## src/rtl/ls298_rr_arbiter.sv

```systemverilog
// ls298_rr_arbiter
//
// Round-robin controller for one '298 quad 2-line-to-1 mux-with-storage datapath that is
// shared by two requesters. Each cycle it picks at most one pending requester and drives the
// mux select. It captures the selected word into the storage register and acknowledges the
// winner with a one-cycle pulse. It then presents the stored word to a single downstream
// consumer over a valid/ready handshake.
//
// Parameters
//   WIDTH  data word width (4 = one '298 package)
//   tPD    output propagation delay for the behavioural model. It is not modelled in this
//          synthesizable view and is only reported in assertion messages.
//
// Ports
//   clk      system clock, all state changes on the rising edge
//   rst      asynchronous active-high reset
//   req0     requester 0 has a word pending on din0 (din0 stable while req0=1)
//   din0     requester 0 data
//   req1     requester 1 has a word pending on din1 (din1 stable while req1=1)
//   din1     requester 1 data
//   ack0     one-cycle pulse, din0 was captured (coincident with the new q)
//   ack1     one-cycle pulse, din1 was captured (coincident with the new q)
//   sel      mux select as seen by the '298 S pin (0 = din0, 1 = din1)
//   q        storage register contents
//   q_valid  q holds a word the consumer has not yet taken
//   q_ready  consumer takes q this cycle when q_valid=1

module ls298_rr_arbiter #(
  parameter int unsigned WIDTH = 4,
  parameter int unsigned tPD   = 0
) (
  input  logic             clk,
  input  logic             rst,
  input  logic             req0,
  input  logic [WIDTH-1:0] din0,
  input  logic             req1,
  input  logic [WIDTH-1:0] din1,
  output logic             ack0,
  output logic             ack1,
  output logic             sel,
  output logic [WIDTH-1:0] q,
  output logic             q_valid,
  input  logic             q_ready
);

  // Storage register and handshake state
  logic [WIDTH-1:0] q_q, q_d;
  logic             q_valid_q, q_valid_d;
  logic             ack0_q, ack0_d;
  logic             ack1_q, ack1_d;

  // Round-robin pointer: index of the most recent winner
  logic             last_q, last_d;

  // Value sel rests at when nothing is granted. It tracks last after the first grant. It is
  // kept separate because reset puts last=1 (requester 0 wins the first tie) while the S pin
  // must come out of reset at 0.
  logic             sel_hold_q, sel_hold_d;

  // Grant decode
  logic             load_ok;
  logic             eff_req0;
  logic             eff_req1;
  logic             grant_valid;
  logic             grant_idx;

  // The register can accept a word when it is empty or is being drained this same cycle,
  // which gives one word per clock in steady state.
  assign load_ok = !q_valid_q || q_ready;

  // A requester that is being acknowledged this cycle is masked. Its req/data are still the
  // word just captured, and this masking stops it being captured twice.
  assign eff_req0 = req0 && !ack0_q;
  assign eff_req1 = req1 && !ack1_q;

  assign grant_valid = load_ok && (eff_req0 || eff_req1);

  always_comb begin
    grant_idx = 1'b0;
    if (eff_req0 && eff_req1) begin
      grant_idx = !last_q;
    end else if (eff_req1) begin
      grant_idx = 1'b1;
    end
  end

  always_comb begin
    q_d        = q_q;
    q_valid_d  = q_valid_q;
    ack0_d     = 1'b0;
    ack1_d     = 1'b0;
    last_d     = last_q;
    sel_hold_d = sel_hold_q;

    if (grant_valid) begin
      q_d        = grant_idx ? din1 : din0;
      q_valid_d  = 1'b1;
      last_d     = grant_idx;
      sel_hold_d = grant_idx;
      ack0_d     = !grant_idx;
      ack1_d     = grant_idx;
    end else if (q_valid_q && q_ready) begin
      // Consumed with nothing to replace it. q keeps its old value and is never cleared.
      q_valid_d = 1'b0;
    end
  end

  always_ff @(posedge clk or posedge rst) begin
    if (rst) begin
      q_q        <= '0;
      q_valid_q  <= 1'b0;
      ack0_q     <= 1'b0;
      ack1_q     <= 1'b0;
      last_q     <= 1'b1;
      sel_hold_q <= 1'b0;
    end else begin
      q_q        <= q_d;
      q_valid_q  <= q_valid_d;
      ack0_q     <= ack0_d;
      ack1_q     <= ack1_d;
      last_q     <= last_d;
      sel_hold_q <= sel_hold_d;
    end
  end

  // sel follows the grant combinationally during the capture cycle, so the '298 sees the
  // right S value before the clock edge that loads it.
  assign sel     = grant_valid ? grant_idx : sel_hold_q;
  assign q       = q_q;
  assign q_valid = q_valid_q;
  assign ack0    = ack0_q;
  assign ack1    = ack1_q;

  // Simulation-only invariants
  a_ack_exclusive : assert property (@(posedge clk) disable iff (rst) !(ack0_q && ack1_q))
    else $error("ls298_rr_arbiter: ack0 and ack1 high together (tPD=%0d)", tPD);

  a_valid_held : assert property (@(posedge clk) disable iff (rst)
                                  (q_valid_q && !q_ready) |=> q_valid_q)
    else $error("ls298_rr_arbiter: q_valid dropped while q_ready=0 (tPD=%0d)", tPD);

endmodule

```

## config.mk

```make
export PLATFORM = sky130hd
export DESIGN_NAME = ls298_rr_arbiter
export DESIGN_NICKNAME = d
export VERILOG_FILES = /design/src/rtl/ls298_rr_arbiter.sv
export SDC_FILE = /design/constraint.sdc
export NUM_CORES = 1
export LEC_CHECK = 0
export CAP_MARGIN = 20
export CORE_AREA = 2 2 39 41
export DETAILED_ROUTE_END_ITERATION = 8
export DIE_AREA = 0 0 41 43
export SYNTH_ARGS = -nofsm -noshare
export SYNTH_HDL_FRONTEND = slang
export SYNTH_SLANG_ARGS = --single-unit
```

## constraint.sdc

```tcl
create_clock -name clk -period 1.6 [get_ports clk]
set_input_delay 0.4 -clock clk [delete_from_list [all_inputs] [get_ports clk]]
set_output_delay 0.4 -clock clk [all_outputs]
set_load 0.1 [all_outputs]
```

### Word-level counts from Yosys, hierarchy flattened

Index checks and enable logic that the tools add are counted.

* muxes and demuxes: 8
* reductions and logical operators: 13

Operators with widths (count)
* $mux 1: 7
* $logic_and 1x1->1: 5
* $logic_not 1->1: 5
* $mux 4: 1
* $logic_or 1x1->1: 2
* $reduce_bool 2->1: 1

* flip-flop bits (word level): 9
* bits of input ports: 13
* output and inout bits: 8

### Depth between registers and ports, before layout

* depth after elaboration: 6
* gate-level depth with buffers: 4

### Worst setup path after synthesis

No wires, ideal clock.

* path type: register to output
* from: register ack0_q (netlist: ack0)
* to: output sel
* arrival time: 2.126 ns
* data required time: 1.200 ns
* path slack: -0.926 ns
* cell stages (with the launch flop): 4
* path buffers: 0
* cell sequence: dfrtp_1 -> nor2b_4 -> a221oi_2 -> a21o_1

* cells in the longest elaborated chain, start to end: 5
* elaborated cells on any way between the ends: 7

Ends and longest elaborated chain
* start: declaration: RTL line 49 `logic ack0_q, ack0_d;`
* start signal: assignment: RTL line 119 `ack0_q <= ack0_d;`
* $logic_not 1->1 (*): RTL line 73 `assign eff_req0 = req0 && !ack0_q;`
* $logic_and 1x1->1 (*): RTL line 73
* $logic_and 1x1->1 or $logic_or 1x1->1 (tied branches): RTL line 80, 76
* $mux 1 or $logic_and 1x1->1 (tied branches): RTL line 80, 76
* $mux 1 (*)
* end: declaration: RTL line 40 `output logic sel,`

Mark *: on every way between the ends. The rest lies on a longest branch, timed or not.

### Worst setup path in the final report

Ends and elaborated chain as after synthesis.

==> summary.md <==
| Metric | Value |
|---|---|
| Final instance area | `808 um2` |
| Final Hold Viols | `0` |
| Share of cells above drive strength 1 | `47.6%` |
| RSZ-0062 raised after global routing | `true` |
| GRT Total Usage | `13.7%` |
| Number of port buffers | `20` |
| Worst-Skew Late Latency | `0.25 ns` |
| H-tree levels | `1` |
| Yosys top cell by area | `dfrtp_1` |
| Final period utilization | `115%` |
| Post-Route WL | `846 um` |
| Min-Delay Path Class | `in -> async` |
| Critical Path Start | `ack0` |
| Worst EP required | `1.20 ns` |
| Critical path depth | `4` |
| Die area | `1760 um2` |
| Crit path max fanout | `5` |
| Clock Tree Buf Depth | `2` |
| Initial Utilization | `28.3%` |
| Max-slew violations | `0` |
| Core area | `1380 um2` |
| Synthesis-to-finish area growth | `106%` |
| Yosys top cell area share | `51.1%` |
| Detail Route Antenna Nets | `0` |
| Final HPWL DP | `729 um` |
| Final WS setup | `-0.241 ns` |
| Post-synth EDFFs | `0` |
| Violated checks | `negative setup slack` |
| #FFs+latches synth | `9` |
| Io pins | `21` |
| Routability cong. | `0.686` |
| Syn Inst Count | `34` |
| Crit-path max cell delay | `0.50 ns` |
| CTS buffer count | `3` |
| Fill cells | `132` |
| Initial DRC Count | `6` |
| Antenna cells | `0` |
| Worst endpoint data arrival time | `1.44 ns` |
| DRC errors left | `0` |
| Clock Skews | `0.00292 ns` |
| Seq/Total Area, Yosys | `57.8%` |
| Vias in the first global route | `397` |
| Clock period minus worst slack | `1.84 ns` |
| Pre-Repair DR Iteration Count | `4` |
| Pwr Density | `1400 nW/um2` |
| Post-Syn Area per Cell | `11.5 um2` |
| DP Cell Count | `74` |
| Cell area after synthesis | `392 um2` |
| Reg2Reg Depth | `5` |
| Vias | `368` |
| Status | `finished with violations` |
| Worst setup path class | `reg -> out` |
| Die height | `43 um` |
| Rows | `14` |
| Leakage | `0.378 nW` |
| Remaining Overflow, GRT | `0` |
| CP Cell Sequence | `nor2b_4, a221oi_4, a21o_4, buf_12` |
| Ys async rst share | `100%` |
| Fmax | `543 MHz` |
| Die W | `41 um` |
| CP bufs+invs | `1` |
| Post-synth top flop | `dfrtp_1` |
| Net count, final | `77` |
| First-pass GRT wire length | `1560 um` |
| Startpoint types | `flip-flop` |
| Tightest Pin Transition | `0.334 ns` |
| Cell Count, Final, Fillers Out | `79` |
| CP Capture Type | `output pin` |
| Ys Warns | `0` |
| Clock transition at path regs | `0.06 ns` |
| Crit-path leading delay family | `flip-flops` |
| RR Startpoint | `ack1` |
| WL/cell | `10.7 um` |
| Syn Nets | `47` |
| CTS tree | `done` |
| Capture point of the worst path | `sel` |
| Max_slew headroom | `77.7%` |
| Largest net degree at the start of global routing | `10` |
| Slowest CP cell | `dfrtp_4` |
| Maxcap violations | `0` |
| Most common cell in the synthesized netlist | `dfrtp_1` |
| Setup violations, final | `1` |
| Root Driver | `clkbuf_4` |
| Synth top area cells | `dfrtp_1 (51%), dfstp_2 (6.7%), nand2_1 (6.7%)` |
| Post-Place Cell Area | `763 um2` |
| Capturing point of the worst reg2reg path | `q[1]` |
| Netlist cell types | `16` |
| Max IR drop VDD | `0.000827 V` |
| R2R Setup Slk | `0.03 ns` |
| Via density | `4.66` |
| Clock sink count | `9` |
| Initial antenna violation count | `0` |
| Top post-synthesis cells by count | `dfrtp_1 (8), nand2_1 (7), a22oi_1 (3)` |
worst min path at each step:
stage	startpoint	to	slack [ns]	cells after the start
floorplan	rst	q[0]	0.23	1
global placement	sel_hold_q	sel_hold_q	0.49	1
detailed placement	sel_hold_q	sel_hold_q	0.49	1
CTS	rst	sel_hold_q	0.40	2
global route	rst	q[1]	0.44	2
finish	rst	q_valid	0.40	2
placed cells by master, fill, tap and decap left out:
cell type        count
a21o_1               1
a21o_4               1
a21oi_2              1
a221oi_4             1
a22oi_1              3
buf_12               8
buf_4                5
clkbuf_1             1
clkbuf_4             3
clkdlybuf4s50_1      9
dfrtp_1              5
dfrtp_4              3
dfstp_2              1
dlygate4sd2_1        3
inv_1                1
inv_2                1
mux2_2               1
mux2_4               1
nand2_1              7
nand2b_1             1
nand2b_4             1
nor2_1               1
nor2b_4              2
o211a_1              1
o21ai_2              1
registers in the layout, indices dropped and copies added (netlist names):
register	count
q	4
ack0	1
ack1	1
last_q	1
q_valid	1
sel_hold_q	1
metal layers:
layer | global-route usage, % | vias to the layer above | part of all wire (%)
met4 | 12.0 | 0 | 3.8
met3 | 3.14 | 5 | 7.7
met1 | 16.1 | 170 | 38
li1 | - | 176 | -
met5 | 0 | - | 0
met2 | 19.7 | 17 | 50
kinds of logic (layout without fill, tap and decap cells):
family / Yosys count / count (layout) / synth area share [%]
and+or+nand+nor: 12 / 12 / 16.0
AOI/OAI and AO/OA: 9 / 9 / 18.5
DFF: 9 / 9 / 57.8
muxes: 2 / 2 / 5.75
buffers and inverters: 2 / 31 / 1.92
where the power goes:
part           total, mW  internal [mW]  switching, mW
clock network      0.167         0.0956         0.0716
logic              0.631          0.250          0.382
registers          0.336          0.284         0.0524
total               1.13          0.629          0.506
what timing repair did:
action | 4_1_cts | 5_1_grt
gates resized for setup | 6 | 2
setup buffers | 1 | 0
pin swaps | 2 | 0
hold buffers | 0 | 0
cloned | 0 | 0
endpoints found under the setup margin | 2 | 2
through the flow:
step	setup slack (ns)	setup TNS [ns]	utilization [%]	power, mW	hold slack (ns)
final	-0.241	-0.241	58.4	1.13	0.398
after global routing	-0.315	-0.341	58.4	1.20	0.441
after CTS	-0.262	-0.307	57.9	1.14	0.403
after detailed placement	-0.409	-1.05	55.2	0.967	0.493
after global placement	-0.410	-0.909	55.2	0.960	0.489
after floorplan	-0.183	-0.205	-	0.707	0.227
worst register-to-register path: cells and delay by family, from the launching register on:
| family | cells | cell delay [ns] |
|---|---|---|
| simple gates | 1 | 0.16 |
| buf+inv | 1 | 0.14 |
| compound gates | 1 | 0.12 |
| flops | 1 | 0.49 |
| mux | 2 | 0.56 |
final cells by class:
class,count,area [um2],share of cell area [%]
clock buffer,4,26.3,3.25
timing repair buffer,25,314,38.9
inverter,2,7.51,0.929
multi-input combinational,23,203,25.1
tap,16,20.0,2.48
sequential,9,238,29.4
Power figures use the tool's default switching activity.
